`src/rtl/pwm_dac_stage.sv`:
```
// pwm_dac_stage: converts an 8-bit sample stream into 256-clock PWM periods.
// Duty reloads only at period boundaries; a stop request always finishes the
// current period (DRAIN) so the filtered output never sees a truncated pulse.
// Optional feature macro: AMP_SCALE_EN enables the 2-bit amplitude attenuator.
module pwm_dac_stage (
    input  logic       clk,
    input  logic       rst,
    input  logic [7:0] wave_in,
    input  logic [1:0] amp,
    input  logic       en,
    output logic       pwm_out,
    output logic       period_done,
    output logic       busy
);

    typedef enum logic [1:0] {IDLE, RUN, DRAIN} state_t;

    state_t     state, state_nxt;
    logic [7:0] cnt, cnt_nxt;
    logic [7:0] duty, duty_nxt;
    logic       pwm_nxt, done_nxt;
    logic [7:0] scaled;
    logic       last;

`ifdef AMP_SCALE_EN
    // Attenuator: logical shifts, mute on 2'b11.
    always_comb begin
        scaled = wave_in;
        case (amp)
            2'b00:   scaled = wave_in;
            2'b01:   scaled = wave_in >> 1;
            2'b10:   scaled = wave_in >> 2;
            default: scaled = 8'd0;
        endcase
    end
`else
    // Attenuator compiled out; amp is kept on the port list for pin compatibility.
    logic unused_amp;
    assign unused_amp = ^amp;
    assign scaled     = wave_in;
`endif

    assign last = (cnt == 8'd255);
    assign busy = (state != IDLE);

    // Next-state and next-register values; defaults hold everything.
    always_comb begin
        state_nxt = state;
        cnt_nxt   = cnt;
        duty_nxt  = duty;
        pwm_nxt   = 1'b0;
        done_nxt  = 1'b0;
        case (state)
            IDLE: begin
                cnt_nxt = 8'd0;
                if (en) begin
                    duty_nxt  = scaled;
                    state_nxt = RUN;
                end
            end
            RUN: begin
                pwm_nxt = (cnt < duty);
                cnt_nxt = cnt + 8'd1;
                if (last) begin
                    done_nxt = 1'b1;
                    if (en) duty_nxt  = scaled;
                    else    state_nxt = IDLE;
                end else if (!en) begin
                    state_nxt = DRAIN;
                end
            end
            DRAIN: begin
                pwm_nxt = (cnt < duty);
                cnt_nxt = cnt + 8'd1;
                if (last) begin
                    done_nxt  = 1'b1;
                    state_nxt = IDLE;
                end else if (en) begin
                    // Resume without reloading; the new duty waits for the boundary.
                    state_nxt = RUN;
                end
            end
            default: begin
                state_nxt = IDLE;
                cnt_nxt   = 8'd0;
            end
        endcase
    end

    // State and datapath registers; reset clears outputs without waiting for a clock.
    always_ff @(posedge clk or posedge rst) begin
        if (rst) begin
            state       <= IDLE;
            cnt         <= 8'd0;
            duty        <= 8'd0;
            pwm_out     <= 1'b0;
            period_done <= 1'b0;
        end else begin
            state       <= state_nxt;
            cnt         <= cnt_nxt;
            duty        <= duty_nxt;
            pwm_out     <= pwm_nxt;
            period_done <= done_nxt;
        end
    end

endmodule

```
`config.mk`:
```
export PLATFORM = sky130hd
export DESIGN_NAME = pwm_dac_stage
export DESIGN_NICKNAME = d
export VERILOG_FILES = /design/src/rtl/pwm_dac_stage.sv
export SDC_FILE = /design/constraint.sdc
export NUM_CORES = 1
export LEC_CHECK = 0
export ABC_AREA = 0
export CAP_MARGIN = 20
export CORE_MARGIN = 3
export CORE_UTILIZATION = 38
export CTS_CLUSTER_DIAMETER = 100
export CTS_CLUSTER_SIZE = 25
export DETAILED_ROUTE_END_ITERATION = 6
export GPL_ROUTABILITY_DRIVEN = 0
export PLACE_DENSITY = 0.58
export SLEW_MARGIN = 10
export SYNTH_ARGS = -nofsm -noshare
export SYNTH_HDL_FRONTEND = slang
export SYNTH_SLANG_ARGS = --single-unit
```
`constraint.sdc`:
```
create_clock -name clk -period 3.15 [get_ports clk]
set_input_delay 0.63 -clock clk [delete_from_list [all_inputs] [get_ports clk]]
set_output_delay 0.63 -clock clk [all_outputs]
set_load 0.02 [all_outputs]
```
; Word level (Yosys, flattened, before mapping)
; Index checks and enable logic that the tools add are counted.
[word_totals]
ff_bits = 20
in_bits = 13
output_inout_bits = 3
word_cells = 30
[op_classes]
add_sub_neg = 1
order_cmp = 1
eq_ne = 5
muxes = 13
reduce_logical = 5
[op_table]
columns = cell, n
row1 = 8-bit two-way mux, 3
row2 = 8-bit one-hot mux with 2 select lines, 1
row3 = 2-bit two-way mux, 5
row4 = 8-bit by 1-bit adder with 8-bit output (second input constant), 1
row5 = 8-bit equality test (second input constant), 1
row6 = 8-bit < comparator, 1
row7 = 2-bit one-hot mux with 3 select lines, 1
row8 = 2-bit inequality test (second input constant), 2
row9 = 2-bit nonzero test, 2
row10 = 1-bit two-way mux, 3
row11 = 2-bit by 1-bit equality test with 1-bit output (second input constant), 1
row12 = 2-bit equality test (second input constant), 1
row13 = 2-bit logical NOT, 1
row14 = 2-bit AND reduction, 1
row15 = 2-bit OR reduction, 1

; Depth between registers and ports, before layout
[depth]
depth_word = 3
ltp_mapped = 7
ltp_nobuf = 5

; Worst setup path before layout
; No wires, ideal clock.
[synth_path]
kind = register to output
startpoint = register state[0]
endpoint = output busy
t_arrival_ns = 1.011
t_required_ns = 2.520
path_slack_ns = 1.509
stages_incl_launch_ff = 5
path_buffers = 1
cell_sequence = dfrtp_1 inv_1 ha_1 buf_2 inv_1
[synth_between]
elab_chain_len = 1
[synth_rtl]
columns = item, line_no
row1 = start: declaration, 18  ; state_t state, state_nxt;
row2 = start signal: assignment, 99  ; state <= state_nxt;
row3 = 2-bit nonzero test, 44  ; assign busy = (state != IDLE);
row4 = end: declaration, 13  ; output logic busy
; Every way passes these cells.

; Worst setup path in the final report
; Same ends and word-level chain as after synthesis.

==> results.py <==
metrics = {
    "clocking": {
        "ctsResizeCount": 0,
        "htreeDepth": 1,
        "root_buffer": "clkbuf_8",
        "clock_sinks": 20,
        "numCtsBuffers": 3,
        "clk_pin_slew_ns": 0.08,
        "post_cts_buffers": 0,
        "cts_hold_buf": 0,
        "clkLatencyLatePin_ns": 0.26,
        "cts_max_path_buffers": 2,
        "cts_tree": "done",
    },
    "floorplanning": {
        "fp.dieW_um": 67.3,
        "io_pins": 16,
        "initial_core_util_pct": 41.2,
        "fp.dieH_um": 67.3,
        "die_area_um2": 4540,
        "core-area_um2": 3470,
        "row_count": 21,
    },
    "setup_path": {
        "worst_path_most_repeated_cell": "inv_1",
        "path_cells": "inv_1, ha_1, inv_1, clkdlybuf4s50_1",
        "critPathSlowestCell": "clkdlybuf4s50_1",
        "cp.arrival_ns": 1.63,
        "cp-end-kind": "output port",
        "path_class": "register to output port",
        "crit_fanout": 5,
        "r2r-start": "state[1]",
        "path_buf_inv": 3,
        "start_kind": "register",
        "critPathLaunch": "state[0]",
        "cp_slowest_stage_delay_ns": 0.59,
        "cp.required_ns": 2.52,
        "cp_top_family": "buffers and inverters",
    },
    "worst_hold_path": {
        "hp-class": "register to register",
        "hp-start": "cnt[0]",
    },
    "drt": {
        "postRouteAntennaNets": 0,
        "via_count": 1217,
        "wl_per_cell_um": 16.3,
        "drt_wl_total_um": 3400,
        "viasPerCell": 5.82,
        "drcViolationCount": 0,
        "drtPass1Iterations": 4,
        "first_iter_violations": 98,
    },
    "run_status": {
        "status": "finished, final reports clean",
    },
    "timing": {
        "max_slew.worst_pin.slew_ns": 0.816,
        "max_slew_margin_pct": 45.5,
        "min_period_over_period_pct": 71.8,
        "setup_viol": 0,
        "rsz0062_at_grt": "false",
        "min_period_ns": 2.26,
        "fmax_mhz": 442,
        "fin_setup_tns_ns": 0,
        "skew_ns": 0.00549,
        "hold_violations": 0,
        "slew_violations": 0,
    },
    "place": {
        "postPlaceCellArea_um2": 1560,
        "io_buffers": 13,
        "dp_hpwl_um": 2350,
    },
    "logic_synthesis": {
        "synth_edf_count": 0,
        "synth_nets": 181,
        "synth.most_common_cell": "dfrtp_1",
        "synth-seq-area-share_pct": 35.0,
        "synth_top_cell_area_share_pct": 35.0,
        "syn_area_um2": 1430,
        "postSynthCellCount": 156,
        "synth.ff_latch_count": 20,
        "yosys_warnings": 0,
        "synth_commonest_cells": "dfrtp_1 (20), nand3_1 (13), ha_1 (12), inv_1 (12)",
        "synth_cell_types": 36,
        "async_flop_share_pct": 100,
        "ys_top_cells_by_area": "dfrtp_1 (35%), ha_1 (10%), nand3_1 (4.5%)",
        "synth_top_area_cell": "dfrtp_1",
        "avgSynthCellArea_um2": 9.17,
        "synthFlopType": "dfrtp_1",
    },
    "power_and_ir_drop": {
        "power.leakage_nw": 0.682,
        "p_per_area_nw_per_um2": 754,
        "report.power.total_mw": 1.21,
        "ir_drop_v": 0.000376,
    },
    "layout": {
        "fin_util_pct": 46.1,
        "diodes": 0,
        "drive_above_1_share_pct": 4.29,
        "area_growth_pct": 11.9,
        "fin_nets": 190,
        "final_area_um2": 1600,
    },
    "grt": {
        "track_usage_pct": 16.8,
        "antenna_found_initial": 0,
        "grt_max_degree": 22,
        "grt_pass1_wl_um": 5820,
        "gr-total-overflow": 0,
        "grt_pass1_vias": 1222,
    },
    "run": {
        "maxCapViolations": 0,
    },
}
==> state kept, by name (all words and copies together) (netlist names) <==
register / cells
state: 2
pwm_out: 1
cnt: 8
period_done: 1
duty: 8
==> placed cells by master, fill, tap and decap left out, drive strengths merged, types with 2 or more instances in the layout <==
cell           count
and2               6
a221oi             4
o211ai             8
a2111oi            2
nand2              3
nor3b              3
o21ai              5
nand4b             3
ha                12
xnor2              3
inv               12
clkdlybuf4s50     13
dfrtp             20
nand4              9
a311o              2
a21oi              3
and3               2
a311oi             2
nor2               7
nand2b             3
nand3             13
nor2b              9
or3                3
clkbuf             3
nor3               2
and4               2
o311ai             2
==> per-stage QoR <==
stage,instances,hold WS [ns],setup slack [ns]
floorplan,156,0.450,1.51
detailed placement,206,0.495,0.765
global placement,206,0.495,0.796
finish,209,0.508,0.887
CTS,209,0.506,0.877
global route,209,0.533,0.823
==> metal layers <==
layer | part of all wire (%) | wire length (um) | vias to the layer above | global-route usage, %
met5 | 0 | 0 | - | 0
met4 | 1.9 | 64 | 0 | 7.34
met3 | 3.1 | 107 | 9 | 2.16
li1 | - | - | 590 | -
met1 | 48 | 1640 | 587 | 22.7
met2 | 47 | 1590 | 31 | 27.0
==> final cells by class <==
cell class              count  area (um^2)
well taps                  46         57.6
inverters                  13         48.8
repair buffers             14          138
multi-input cells         113          815
fillers                   354         1870
clock buffers               3         41.3
flip-flops and latches     20          500
==> logic make-up after synthesis <==
kind of cell	count (synthesis)	synth area share (%)
DFF	20	35.0
AOI/OAI and AO/OA	33	17.6
xor gates and xnor gates	3	1.84
adders and majority gates	12	10.5
and+or+nand+nor	65	27.0
buffers and inverters	23	8.05
==> power breakdown <==
group          internal (mW)  switching (mW)
registers              0.343          0.0801
clock network         0.0853          0.0849
logic                  0.279           0.334
total                  0.708           0.499
==> worst paths after layout <==
check                               end  slack, ns  cells past startpoint
worst max-delay path               busy       0.89                      4
worst min-delay path             cnt[0]       0.51                      1
worst max register to register  duty[3]       1.14                      5
worst min register to register   cnt[0]       0.51                      1
max in group asynchronous        cnt[4]       1.82                      2
min in group asynchronous       duty[2]       0.82                      2
No activity file was read; power rests on OpenSTA's default activity.
